==> src/rtl/lm_sm_sequencer_if.sv <==
// Handshake and instruction bus between pipe1, the LM/SM sequencer and decode.
interface lm_sm_sequencer_if;
    logic        flush;
    logic [15:0] ir_in;
    logic        valid_in;
    logic        stall_in;
    logic        ready_out;
    logic [15:0] ir_out;
    logic        valid_out;
    logic [15:0] offset_out;
    logic        first_out;
    logic        last_out;

    // The sequencer itself.
    modport slave (
        input  flush, ir_in, valid_in, stall_in,
        output ready_out, ir_out, valid_out, offset_out, first_out, last_out
    );

    // The environment around it: pipe1 and decode.
    modport master (
        output flush, ir_in, valid_in, stall_in,
        input  ready_out, ir_out, valid_out, offset_out, first_out, last_out
    );
endinterface

==> src/rtl/lm_sm_sequencer.sv <==
// Expands LM/SM instructions into one single-register micro-op per set list
// bit, ascending order, one per cycle; all other instructions pass through.
module lm_sm_sequencer #(
    parameter logic [3:0] LM_OPCODE = 4'b0110,
    parameter logic [3:0] SM_OPCODE = 4'b0111,
    parameter int         LIST_W    = 8
) (
    input  logic clk,
    input  logic reset,
    lm_sm_sequencer_if.slave bus
);
    typedef enum logic {IDLE, BUSY} state_t;

    state_t              state_reg, state_next;
    logic [LIST_W-1:0]   rem_mask_reg, rem_mask_next;
    logic [15:0]         base_ir_reg, base_ir_next;
    logic [3:0]          cnt_reg, cnt_next;
    logic [15:0]         ir_out_reg, ir_out_next;
    logic                valid_out_reg, valid_out_next;
    logic [15:0]         offset_out_reg, offset_out_next;
    logic                first_out_reg, first_out_next;
    logic                last_out_reg, last_out_next;

    logic [LIST_W-1:0]   pick_src;
    logic [LIST_W-1:0]   pick_low;
    logic [LIST_W-1:0]   pick_rest;
    logic                is_multi;

    // One shared lowest-set-bit picker: fed from ir_in when idle, rem_mask when busy.
    assign pick_src  = (state_reg == BUSY) ? rem_mask_reg : bus.ir_in[LIST_W-1:0];
    assign pick_rest = pick_src & ~pick_low;

    generate
        for (genvar gi = 0; gi < LIST_W; gi++) begin : g_pick
            if (gi == 0) begin : g_lsb
                assign pick_low[gi] = pick_src[gi];
            end else begin : g_upper
                assign pick_low[gi] = pick_src[gi] & ~(|pick_src[gi-1:0]);
            end
        end
    endgenerate

    assign is_multi = (bus.ir_in[15:12] == LM_OPCODE) || (bus.ir_in[15:12] == SM_OPCODE);
    assign bus.ready_out = !bus.stall_in && !bus.flush && (state_reg == IDLE);

    always_comb begin
        state_next      = state_reg;
        rem_mask_next   = rem_mask_reg;
        base_ir_next    = base_ir_reg;
        cnt_next        = cnt_reg;
        ir_out_next     = ir_out_reg;
        valid_out_next  = valid_out_reg;
        offset_out_next = offset_out_reg;
        first_out_next  = first_out_reg;
        last_out_next   = last_out_reg;

        if (bus.flush) begin
            state_next      = IDLE;
            rem_mask_next   = '0;
            cnt_next        = '0;
            ir_out_next     = '0;
            valid_out_next  = 1'b0;
            offset_out_next = '0;
            first_out_next  = 1'b0;
            last_out_next   = 1'b0;
        end else if (!bus.stall_in) begin
            case (state_reg)
                IDLE: begin
                    valid_out_next = 1'b0;
                    if (bus.valid_in) begin
                        if (!is_multi) begin
                            ir_out_next     = bus.ir_in;
                            valid_out_next  = 1'b1;
                            offset_out_next = '0;
                            first_out_next  = 1'b1;
                            last_out_next   = 1'b1;
                        end else if (|bus.ir_in[LIST_W-1:0]) begin
                            // Bit 8 is forced low so decode treats the micro-op as a plain transfer.
                            ir_out_next     = {bus.ir_in[15:LIST_W+1], 1'b0, pick_low};
                            valid_out_next  = 1'b1;
                            offset_out_next = '0;
                            first_out_next  = 1'b1;
                            last_out_next   = (pick_rest == '0);
                            rem_mask_next   = pick_rest;
                            base_ir_next    = bus.ir_in;
                            cnt_next        = 4'd1;
                            state_next      = (pick_rest == '0) ? IDLE : BUSY;
                        end
                    end
                end
                BUSY: begin
                    ir_out_next     = {base_ir_reg[15:LIST_W+1], 1'b0, pick_low};
                    valid_out_next  = 1'b1;
                    offset_out_next = {12'd0, cnt_reg};
                    first_out_next  = 1'b0;
                    last_out_next   = (pick_rest == '0);
                    rem_mask_next   = pick_rest;
                    cnt_next        = cnt_reg + 4'd1;
                    state_next      = (pick_rest == '0) ? IDLE : BUSY;
                end
                default: state_next = IDLE;
            endcase
        end
    end

    always_ff @(posedge clk) begin
        if (reset) begin
            state_reg      <= IDLE;
            rem_mask_reg   <= '0;
            base_ir_reg    <= '0;
            cnt_reg        <= '0;
            ir_out_reg     <= '0;
            valid_out_reg  <= 1'b0;
            offset_out_reg <= '0;
            first_out_reg  <= 1'b0;
            last_out_reg   <= 1'b0;
        end else begin
            state_reg      <= state_next;
            rem_mask_reg   <= rem_mask_next;
            base_ir_reg    <= base_ir_next;
            cnt_reg        <= cnt_next;
            ir_out_reg     <= ir_out_next;
            valid_out_reg  <= valid_out_next;
            offset_out_reg <= offset_out_next;
            first_out_reg  <= first_out_next;
            last_out_reg   <= last_out_next;
        end
    end

    assign bus.ir_out     = ir_out_reg;
    assign bus.valid_out  = valid_out_reg;
    assign bus.offset_out = offset_out_reg;
    assign bus.first_out  = first_out_reg;
    assign bus.last_out   = last_out_reg;
endmodule

==> src/flat_wrapper.sv <==
// flat-port wrapper written by rule: the top's interface ports become plain ports
module lm_sm_sequencer_flat 
#(
    parameter logic [3:0] LM_OPCODE = 4'b0110,
    parameter logic [3:0] SM_OPCODE = 4'b0111,
    parameter int         LIST_W    = 8
)
  (clk, reset, bus_flush, bus_ir_in, bus_valid_in, bus_stall_in, bus_ready_out, bus_ir_out, bus_valid_out, bus_offset_out, bus_first_out, bus_last_out);
  lm_sm_sequencer_if bus_i ();
  input  logic clk;
  input  logic reset;
  input wire logic [$bits(bus_i.flush)-1:0] bus_flush;
  input wire logic [$bits(bus_i.ir_in)-1:0] bus_ir_in;
  input wire logic [$bits(bus_i.valid_in)-1:0] bus_valid_in;
  input wire logic [$bits(bus_i.stall_in)-1:0] bus_stall_in;
  output wire logic [$bits(bus_i.ready_out)-1:0] bus_ready_out;
  output wire logic [$bits(bus_i.ir_out)-1:0] bus_ir_out;
  output wire logic [$bits(bus_i.valid_out)-1:0] bus_valid_out;
  output wire logic [$bits(bus_i.offset_out)-1:0] bus_offset_out;
  output wire logic [$bits(bus_i.first_out)-1:0] bus_first_out;
  output wire logic [$bits(bus_i.last_out)-1:0] bus_last_out;
  assign bus_i.flush = bus_flush;
  assign bus_i.ir_in = bus_ir_in;
  assign bus_i.valid_in = bus_valid_in;
  assign bus_i.stall_in = bus_stall_in;
  assign bus_ready_out = bus_i.ready_out;
  assign bus_ir_out = bus_i.ir_out;
  assign bus_valid_out = bus_i.valid_out;
  assign bus_offset_out = bus_i.offset_out;
  assign bus_first_out = bus_i.first_out;
  assign bus_last_out = bus_i.last_out;
  lm_sm_sequencer #(.LM_OPCODE(LM_OPCODE), .SM_OPCODE(SM_OPCODE), .LIST_W(LIST_W)) u_core (.clk(clk), .reset(reset), .bus(bus_i));
endmodule
==> config.mk <==
export PLATFORM = sky130hd
export DESIGN_NAME = lm_sm_sequencer_flat
export DESIGN_NICKNAME = d
export VERILOG_FILES = /design/src/rtl/lm_sm_sequencer_if.sv /design/src/rtl/lm_sm_sequencer.sv /design/src/flat_wrapper.sv
export SDC_FILE = /design/constraint.sdc
export NUM_CORES = 1
export LEC_CHECK = 0
export BUFFER_PORTS_ARGS = -buffer_cell sky130_fd_sc_hd__buf_2
export CAP_MARGIN = 25
export CORE_MARGIN = 2
export CORE_UTILIZATION = 46
export DETAILED_ROUTE_END_ITERATION = 10
export GPL_ROUTABILITY_DRIVEN = 1
export GPL_TIMING_DRIVEN = 0
export PLACE_DENSITY = 0.79
export SKIP_CTS_REPAIR_TIMING = 1
export SLEW_MARGIN = 20
export SYNTH_ARGS = -nofsm -noshare
export SYNTH_HDL_FRONTEND = slang
export SYNTH_SLANG_ARGS = --single-unit
==> constraint.sdc <==
create_clock -name clk -period 1.7 [get_ports clk]
set_input_delay 0.085 -clock clk [delete_from_list [all_inputs] [get_ports clk]]
set_output_delay 0.085 -clock clk [all_outputs]
set_load 0.02 [all_outputs]
== Word level (Yosys, flattened, before mapping) ==
Cells that the tools add are included.

* Register bits after elaboration: 64
* Bits of input ports: 21
* Output and inout port bits: 36

* $add $sub $neg: 1
* Eq/ne operators: 6
* Mux-type cells: 34
* Bitwise operators: 19
* Reduce and logical (&&, ||, !) cells: 17

{| class="wikitable"
|+ Operator list
! cell !! number
|-
| $mux W16 || 6
|-
| $pmux W16 S2 || 2
|-
| $mux W8 || 4
|-
| $pmux W8 S2 || 1
|-
| $mux W1 || 13
|-
| $mux W4 || 3
|-
| $not A1 Y1 || 10
|-
| $and A8 B8 Y8 || 1
|-
| $eq A4 B3 Y1 const B || 2
|-
| $logic_not A8 Y1 || 1
|-
| $not A8 Y8 || 1
|-
| $pmux W1 S2 || 4
|-
| $pmux W4 S2 || 1
|-
| $reduce_or A8 Y1 || 1
|-
| $and A1 B1 Y1 || 7
|-
| $reduce_or A7 Y1 || 1
|-
| $reduce_and A6 Y1 || 1
|-
| $reduce_or A6 Y1 || 1
|-
| $reduce_or A5 Y1 || 1
|-
| $add A4 B1 Y4 const B || 1
|-
| $ne A2 B2 Y1 const B || 2
|-
| $reduce_and A4 Y1 || 1
|-
| $reduce_or A2 Y1 || 2
|-
| $reduce_or A4 Y1 || 1
|-
| other kinds (7) || 9
|}

== Longest topological paths before layout ==
Gate-level depths: netlist of the first run.

* Depth after elaboration: 12
* Depth in mapped cells: 8
* Depth with buffers taken out: 5

== Least setup slack after synthesis of the first run ==
Ideal clock, no wire load.

* Path type: register -> register
* Start: reg u_core.state_reg
* End: reg u_core.state_reg
* Arrival time: 1581 ps
* Required time: 1584 ps
* Path slack: 3 ps
* Stages on the path, launching flop included: 7
* Path buffers: 1
* Cell sequence: dfxtp_1 buf_6 mux2i_2 o211a_4 a31oi_1 a311o_1 o211a_1

* Word-level cells in the longest chain between the ends: 12
* Elaborated cells between the ends (all ways): 30
* Classes of those cells: 6 x mux; 17 x bitwise; 7 x reduce/logical

{| class="wikitable"
|+ RTL lines
! element !! RTL line !! RTL
|-
| start: declaration || lm_sm_sequencer.sv:14 || <nowiki>state_t state_reg, state_next;</nowiki>
|-
| start signal: assignment || lm_sm_sequencer.sv:118 || <nowiki>state_reg <= state_next;</nowiki>
|-
| $mux W8 || lm_sm_sequencer.sv:30 || <nowiki>assign pick_src = (state_reg == BUSY) ? rem_mask_reg : bus.ir_in[LIST_W-1:0];</nowiki>
|-
| $reduce_or A7 Y1, or another cell as far along || lm_sm_sequencer.sv:38 || <nowiki>assign pick_low[gi] = pick_src[gi] & ~(|pick_src[gi-1:0]);</nowiki>
|-
| $not A1 Y1 || lm_sm_sequencer.sv:38 ||
|-
| $and A1 B1 Y1 || lm_sm_sequencer.sv:38 ||
|-
| $not A8 Y8 || lm_sm_sequencer.sv:31 || <nowiki>assign pick_rest = pick_src & ~pick_low;</nowiki>
|-
| $and A8 B8 Y8 || lm_sm_sequencer.sv:31 ||
|-
| $logic_not A8 Y1 || lm_sm_sequencer.sv:87, lm_sm_sequencer.sv:99 ||
|-
| $mux W1 || lm_sm_sequencer.sv:87, lm_sm_sequencer.sv:99 ||
|-
| $mux W1 || lm_sm_sequencer.sv:77 || <nowiki>end else if (|bus.ir_in[LIST_W-1:0]) begin</nowiki>
|-
| $mux W1 || lm_sm_sequencer.sv:71 || <nowiki>if (!is_multi) begin</nowiki>
|-
| $mux W1 || lm_sm_sequencer.sv:70 || <nowiki>if (bus.valid_in) begin</nowiki>
|-
| $pmux W1 S2 * || lm_sm_sequencer.sv:67 || <nowiki>case (state_reg)</nowiki>
|}

Mark *: on every way between the ends. The rest lies on a longest branch, timed or not.
A chain may end at the register's enable or synchronous reset.

== Final worst setup path of the first run ==
Ends and elaborated chain as after synthesis.

==> impl_metrics.ini, run 1 <==
[global_route]
antenna_found_initial = 0
grtUsageTotal = 0.2111
grt_max_degree = 13
grt_pass1_wl_um = 8459
grt.overflow.total = 0
grt_pass1_vias = 1842

[drt]
vias_per_cell = 5.556
ant_nets = 0
routedWlPerCell_um = 15.15
wl_um = 5591
drt-initial-drc-count = 176
dr.pass1.iters = 5
drc = 0
vias = 2050

[finish]
areaGrowthSynthToFinish_pct = 29.37
n_antenna_cell = 0
fill_cells = 381
fin_util = 0.6247
drive_gt1_frac = 0.3186
finish.net_count = 338
largest_register_ffs = 16

[worst_setup_path]
crit_start = u_core.state_reg$_SDFFE_PP0N_
crit_end = u_core.state_reg$_SDFFE_PP0N_
r2r_cells = 7
r2r-end = u_core.state_reg$_SDFFE_PP0N_
startpoint_type = flop
critical_path_class = reg -> reg
cp.arrival_ns = 2.01
critPathRequiredTime_ns = 1.89
endpoint_kind = flop
r2r_slack_ns = -0.11
cp_max_fo = 7
reg2reg_from = u_core.state_reg$_SDFFE_PP0N_

[pwr]
p_switching_uw = 548.8
p_total_mw = 1.999
power-per-cell-area_nw_per_um2 = 729.9
leakage_nw = 1.100
ir_drop_v = 0.0005524
p_int_mw = 1.450
combPwrFrac = 0.157
p_seq_frac = 0.505
sw_frac_of_total = 0.2745
power_frac_clock = 0.338

[sta]
layout_setup_ws_ns = -0.1130
period_share = 1.066
max_freq_mhz = 551.6
maxSlewViolCount = 0
rsz0062_at_grt = true
relSlewSlack = 0.6142
worst_pin_slew_ns = 0.5735
hold_viol = 0
fin_crit_ns = 1.813
setup_viol = 1
skew_ns = 0.005438

[logic_synthesis]
synthFlopType = dfxtp_1
syn_area_per_cell_um2 = 8.712
synth_edf_count = 0
syn_area_um2 = 2117
synth_async_sr_flop_share = 0
ys_warn_count = 0
synth-seq-area-share = 0.3972
ys_types = 47
syn_inst = 243
ys_ff_latch = 42

[floorplanning]
start_util = 0.4829
rows = 24
die_area_um2 = 5161
io_pins = 57
core_area_um2 = 4384
fp.dieW_um = 71.84
die_y_um = 71.84

[outcome]
status = finished with violations
violations = negative setup slack

[place]
place_congestion = 0.8919
portBuffers = 43
hpwl_um = 3723

[clock_tree]
cts_buffers = 5
h-tree-depth = 2
cts_sinks = 42
clk_pin_slew_ns = 0.08
clk_latency_ns = 0.30
cts_max_path_buffers = 2
root_buffer = clkbuf_8
tritoncts = yes

[min_path]
min_path_type = in -> reg
hold_path_depth = 3

[run]
cap_violations = 0
-- layout by cell type (no fill, tap or decap), types with 5 or more instances in the layout --
cell      netlist  final
nor2_1         40     39
nand3_1         9      9
dfxtp_1        42     41
mux2i_1        12     12
a211oi_1       13     13
conb_1          1     12
clkbuf_8        0      6
buf_2           6     44
clkbuf_1        7      6
nand2b_1        7      7
nor3_1          6      5
nand2_1         9      9
a21oi_1        21     20
buf_4          13     24
-- cell type report --
class                   count  area (um2)  share of cell area
inverters                   3       11.26            0.004111
clock inverters             1       5.005            0.001827
plain buffers              28       206.4             0.07538
flip-flops and latches     42       842.1              0.3074
well taps                  52       65.06             0.02376
repair buffers             55       329.1              0.1201
multi-input cells         181        1194              0.4358
clock buffers               7       86.33             0.03152
-- synthesized netlist by cell type, types with 2 or more instances --
master	instances	area, um2
mux2i_4	2	45.04
mux2i_2	2	27.53
nor2_1	40	150.1
buf_2	6	30.03
nand4_1	2	12.51
buf_4	13	97.59
clkbuf_1	7	26.28
o21ai_0	4	20.02
dfxtp_1	42	840.8
inv_1	2	7.510
o21ai_1	3	15.01
a22oi_1	4	30.03
nand2_1	9	33.78
a31oi_1	4	25.02
nand3b_1	2	15.01
a211oi_1	13	97.59
a21o_1	3	22.52
nor4_4	2	42.54
a32oi_1	2	17.52
nor4_1	4	25.02
nand2b_1	7	43.79
a21oi_1	21	105.1
mux2i_1	12	120.1
nor3_1	6	30.03
nand3_1	9	45.04
-- worst min-delay path by stage --
stage                  start                             endpoint
2_1_floorplan  bus_ir_in[10]  u_core.base_ir_reg[10]$_SDFFE_PP0P_
3_3_place_gp    bus_ir_in[9]   u_core.base_ir_reg[9]$_SDFFE_PP0P_
3_5_place_dp   bus_ir_in[10]  u_core.base_ir_reg[10]$_SDFFE_PP0P_
4_1_cts        bus_ir_in[10]  u_core.base_ir_reg[10]$_SDFFE_PP0P_
5_1_grt        bus_ir_in[10]  u_core.base_ir_reg[10]$_SDFFE_PP0P_
6_report        bus_ir_in[9]   u_core.base_ir_reg[9]$_SDFFE_PP0P_
-- kinds of logic (layout without fill, tap and decap cells) --
| family | count (synthesis) | in the layout | synth area share |
|---|---|---|---|
| other | 1 | 12 | 0.001771 |
| AO/OA/AOI/OAI | 62 | 62 | 0.1944 |
| flip-flops | 42 | 42 | 0.3972 |
| AND/OR/NAND/NOR | 88 | 88 | 0.2145 |
| buffers and inverters | 31 | 94 | 0.08511 |
| adder cells (fa/ha/maj) | 2 | 2 | 0.01064 |
| multiplexers | 17 | 17 | 0.09634 |
-- metrics by stage --
stage               setup slack, ns  hold slack (ns)  setup TNS [ns]  cells  area [um2]
floorplan                  0.002936           0.2322               0    254        2158
global placement            -0.1428           0.3386          -1.415    349        2439
detailed placement          -0.1650           0.3406          -1.895    349        2439
CTS                         -0.2471          0.02396          -2.386    357        2530
global route                -0.1559          0.05164         -0.8384    369        2739
finish                      -0.1130          0.03169         -0.1130    369        2739
-- metal layers --
layer  routed length, um  vias up  GRT usage  share of wire
li1                    -      998          -              -
met1                2426      933     0.2656           0.43
met2                2523      108     0.3405           0.45
met3                 551       11    0.04641          0.099
met4                  90        0     0.1069          0.016
met5                   0        -          0              0
-- critical path, cell delays in order (launching register included) --
cell and delay (ns):
dfxtp_2 0.33, buf_12 0.14, buf_4 0.14, nor4_4 0.21, o211a_4 0.22, a31oi_4 0.08, a311o_1 0.37, o211a_1 0.21
-- power by group through the flow --
stage               clock [mW]  combinational [mW]  sequential [mW]
CTS                      0.692               0.278             1.01
global route             0.714               0.337             1.01
global placement             0               0.274             1.03
detailed placement           0               0.277             1.03
floorplan                    0               0.168             1.05
finish                   0.676               0.314             1.01
(Power assumes the default switching activity.)
==> inputs of run 2 (changes only) <==
- ABC_AREA: unset -> 1
- CORE_UTILIZATION: 46 -> 47
- PLACE_DENSITY: 0.79 -> 0.8
==> run 2 against run 1 <==
Net effect:
- the run now ends clean
- sequential power about the same
- global-route usage increased by 0.63 points
- register-to-register slack improved by 0.23 ns
- cell area decreased by 3.7%
- hold slack improved by 0.0029 ns
- largest cell class unchanged
- highest routed layer unchanged
==> impl_metrics.ini, run 2 <==
[outcome]
status = finished clean

[clock_tree]
tritoncts = yes
clk_latency_ns = 0.30
h-tree-depth = 2
cts_max_path_buffers = 2
cts_buffers = 5
root_buffer = clkbuf_8
clk_pin_slew_ns = 0.08
cts_sinks = 42

[finish]
final_common_cell = nand2_1
areaGrowthSynthToFinish_pct = 19.29
drive_gt1_frac = 0.2564
n_antenna_cell = 0
finish.net_count = 411
multiInputGateArea_um2 = 1135
fin_util = 0.5938
largest_register_ffs = 16
fill_cells = 441
fin_cells = 442
ff_latch_area_um2 = 842.1
final_cell_mix = nand2_1 (84), buf_2 (47), dfxtp_1 (41)

[min_path]
min_path_type = in -> reg

[logic_synthesis]
synth-simple-area-share = 0.3411
syn_area_um2 = 2212
synth_top_family_by_area = simple AND/OR/NAND/NOR gates
synthAdderAreaFrac = 0.005656
synth_top_area_cell = dfxtp_1
synthMuxAreaShare = 0
synth_edf_count = 0
synth-compound-area-share = 0.1324
synthFlopType = dfxtp_1
syn_inst = 328
ys_ff_latch = 42
synth-seq-area-share = 0.3801
synth_async_sr_flop_share = 0
synthTopCellsByCount = nand2_1 (84), dfxtp_1 (42), nor2_1 (41)
ys_types = 27
synth_xor_area_frac = 0.007919
syn_area_per_cell_um2 = 6.744
synth_top_area_frac = 0.3801
ys_warn_count = 0
synth.area.top_cells = dfxtp_1 (38%), nand2_1 (14%), nor2_1 (7.0%), a21oi_1 (6.6%), o21ai_0 (5.2%)
yosysMostFrequentCell = nand2_1

[sta]
layout_setup_ws_ns = 0.1215
hold_viol = 0
skew_ns = 0.008316
max_freq_mhz = 633.5
rsz0062_at_grt = false
period_share = 0.9285
fin_crit_ns = 1.579
setup_viol = 0
maxSlewViolCount = 0
hold_ws_ns = 0.03458

[floorplanning]
core_area_um2 = 4444
die_y_um = 72.61
fp.dieW_um = 72.61
start_util = 0.4977
io_pins = 57
die_area_um2 = 5271
rows = 24

[global_route]
grt_max_degree = 15
antenna_found_initial = 0
grt.overflow.total = 0
grtUsageTotal = 0.2174
grt_pass1_vias = 1946
grt_pass1_wl_um = 8907

[drt]
vias = 2130
wl_um = 5335
dr.pass1.iters = 4
routedWlPerCell_um = 12.07
ant_nets = 0
vias_per_cell = 4.819
drc = 0
drt-initial-drc-count = 133

[pwr]
power-per-cell-area_nw_per_um2 = 744.1
ir_drop_v = 0.0004367
leakage_nw = 1.276
p_total_mw = 1.963

[worst_setup_path]
cp_max_fo = 10
endpoint_kind = flop
startpoint_type = flop
critical_path_class = reg -> reg
cp.arrival_ns = 1.81
critPathRequiredTime_ns = 1.93

[place]
dp_slack_ns = 0.05024
portBuffers = 43
hpwl_um = 4057
dpl.cell_count = 434
place_congestion = 0.9208

[run]
cap_violations = 0
==> run 2: cell types whose count changed in the layout (fill, tap and decap cells not counted), moves of 6 or more <==
cell | previous run | this run
a211oi_1 | 13 | 0
inv_1 | 2 | 28
buf_4 | 24 | 13
nor2_4 | 0 | 6
o21ai_0 | 4 | 23
mux2i_1 | 12 | 0
nand2_1 | 9 | 84
a21oi_1 | 20 | 29
nand2b_1 | 7 | 0
==> run 2: metrics by stage <==
step	TNS, ns	instance area, um2
global placement	0	2534
floorplan	0	2253
global route	0	2639
finish	0	2639
CTS	-0.02988	2621
detailed placement	0	2534
==> run 2: critical path: stages (launching register included) <==
cell and delay (ns):
dfxtp_2 0.36, buf_6 0.15, nor2_4 0.19, inv_2 0.08
nand3_2 0.19, buf_2 0.27, nand2_1 0.09, a21oi_1 0.16
==> run 2: power breakdown <==
part / internal (mW) / total (mW) / switching, mW / leakage (nW)
clock: 0.289 / 0.644 / 0.355 / 0.0483
sequential: 1.00 / 1.01 / 0.00931 / 0.341
combinational: 0.104 / 0.307 / 0.203 / 0.887
total: 1.40 / 1.96 / 0.568 / 1.28
==> run 2: kinds of logic after synthesis <==
logic type	after synthesis
compound gates	57
xor+xnor	2
fa+ha+maj	1
buf+inv	59
flops	42
other cells	1
simple gates	166
==> run 2: per-layer routing <==
layer	wire length, um	vias up	GRT usage
li1	-	1138	-
met1	2511	922	0.2888
met2	2387	63	0.3485
met3	356	7	0.04834
met4	79	0	0.07613
met5	0	-	0
==> run 2: layout make-up <==
type | count | area share
Inverter | 34 | 0.04836
Timing Repair Buffer | 43 | 0.08156
Buffer | 25 | 0.06306
Clock inverter | 3 | 0.007112
Tap cell | 52 | 0.02466
Sequential cell | 42 | 0.3191
Multi-Input combinational cell | 238 | 0.4301
Clock buffer | 5 | 0.02608
==> run 2: worst paths after layout <==
check	depth (start not counted)	slack [ns]	end	startpoint
worst max-delay path	7	0.12	u_core.cnt_reg[3]$_SDFFE_PP0P_	u_core.state_reg$_SDFFE_PP0N_
worst min register to register	2	0.46	u_core.base_ir_reg[14]$_SDFFE_PP0P_	u_core.base_ir_reg[14]$_SDFFE_PP0P_
worst max register to register	7	0.12	u_core.cnt_reg[3]$_SDFFE_PP0P_	u_core.state_reg$_SDFFE_PP0N_
worst min-delay path	3	0.03	u_core.bus.ir_out[8]$_SDFFE_PP0P_	bus_ir_in[8]
==> inputs of run 3 (changes only) <==
- CORE_UTILIZATION: 47 -> 53
- PLACE_DENSITY: 0.8 -> 0.85
- clock period: 1.7 -> 1.5 ns (I/O delays scaled with it)
==> run 3 against run 2 <==
Net effect:
- fmax rose by 7.1%
- hold slack improved by 0.014 ns
- first-iteration DRC count rose by 33%
- cell area rose by 5.2%
- combinational power rose by 22%
- clock-buffer cell count rose by 1
- via count rose by 8.8%
- critical path type unchanged
- highest routed layer unchanged
==> impl_metrics.ini, run 3 (synthesized netlist as in run 2, its figures left out) <==
[pwr]
leakage_nw = 1.338
power-per-cell-area_nw_per_um2 = 876.7
ir_drop_v = 0.0006311

[sta]
rsz0062_at_grt = true
maxSlewViolCount = 0
period_share = 0.9825
fin_crit_ns = 1.474
fin_setup_tns_ns = 0
setup_viol = 0
worst_pin_slew_ns = 0.5496
relSlewSlack = 0.6336
skew_ns = 0.007151
hold_viol = 0
max_freq_mhz = 678.5

[drt]
drt-initial-drc-count = 177
dr.pass1.iters = 7
vias_per_cell = 5.218
drc = 0
ant_nets = 0
routedWlPerCell_um = 13.04
wl_um = 5788
vias = 2317

[finish]
drive_gt1_frac = 0.2766
final_cell_mix = nand2_1 (81), buf_2 (46), dfxtp_1 (41)
areaGrowthSynthToFinish_pct = 25.45
finish.net_count = 416
fin_cells = 444
n_antenna_cell = 0
ff_latch_area_um2 = 844.6
largest_register_ffs = 16
fill_cells = 324
multiInputGateArea_um2 = 1177
final_common_cell = nand2_1

[floorplanning]
rows = 23
io_pins = 57
fp.dieW_um = 68.61
die_area_um2 = 4707
core_area_um2 = 4000
start_util = 0.5530
die_y_um = 68.61

[clock_tree]
tritoncts = yes
clk_latency_ns = 0.29
cts_sinks = 42
cts_buffers = 5
root_buffer = clkbuf_8
cts_max_path_buffers = 2
clk_pin_slew_ns = 0.08
h-tree-depth = 2

[place]
place_congestion = 0.9410
hpwl_um = 3994
dpl.cell_count = 432
portBuffers = 43

[worst_setup_path]
critical_path_class = reg -> reg
critPathRequiredTime_ns = 1.70
reg2reg_from = u_core.state_reg$_SDFFE_PP0N_
startpoint_type = flop
cp.arrival_ns = 1.67
crit_start = u_core.state_reg$_SDFFE_PP0N_
cp_max_fo = 5
endpoint_kind = flop

[outcome]
status = finished clean

[global_route]
grt_pass1_vias = 2031
grtUsageTotal = 0.2518
grt.overflow.total = 0
grt_max_degree = 13
antenna_found_initial = 0
grt_pass1_wl_um = 8859

[min_path]
min_path_type = in -> reg
hold_start = bus_ir_in[8]

[run]
cap_violations = 0
-- run 3: layout make-up --
cell class | instances | share of cell area
multi-input combinational | 238 | 0.4243
timing repair buffer | 48 | 0.09739
clock inverter | 1 | 0.01082
buffer | 25 | 0.06312
clock buffer | 6 | 0.02976
inverter | 34 | 0.04779
sequential | 42 | 0.3043
tap | 50 | 0.02254
-- run 3: report_power, final --
group	leakage [nW]	total, mW	switching, mW	internal [mW]
clock network	0.0573	0.912	0.379	0.532
logic	0.940	0.375	0.248	0.128
registers	0.341	1.15	0.0105	1.14
total	1.34	2.43	0.637	1.80
-- run 3: per-stage QoR --
step | util | hold slack [ns] | cell area (um2) | setup slack [ns] | total power [mW]
floorplan | - | 0.2143 | 2253 | 0.04117 | 1.419
global placement | 0.6328 | 0.3303 | 2531 | -0.1054 | 1.510
detailed placement | 0.6328 | 0.3455 | 2531 | -0.1165 | 1.515
CTS | 0.6609 | 0.04682 | 2644 | -0.1509 | 2.418
global route | 0.6938 | 0.05865 | 2775 | -0.04577 | 2.520
finish | 0.6938 | 0.04903 | 2775 | 0.02623 | 2.433
-- run 3: path summary, 6_finish.rpt --
path                                                          end  slack (ns)  depth (start not counted)
worst min-delay path            u_core.bus.ir_out[8]$_SDFFE_PP0P_        0.05                          3
worst max-delay path                u_core.state_reg$_SDFFE_PP0N_        0.03                         13
worst max register to register      u_core.state_reg$_SDFFE_PP0N_        0.03                         13
worst min register to register  u_core.bus.valid_out$_SDFFE_PP0N_        0.46                          2
-- run 3: critical path, stage by stage (launching register included) --
cell	delay [ns]
dfxtp_4	0.37
inv_6	0.09
buf_8	0.12
nand2_1	0.06
nand2_2	0.10
nand2_4	0.08
nor2_4	0.09
nand2_1	0.08
nand2_1	0.08
nand2_1	0.08
inv_2	0.06
nand3_1	0.07
nand2_1	0.06
inv_1	0.03
-- run 3: metal layers --
layer	global-route usage	wire length (um)	vias up
li1	-	-	1142
met1	0.3280	2362	1026
met2	0.4002	2743	127
met3	0.05519	523	22
met4	0.1075	159	0
met5	0	0	-
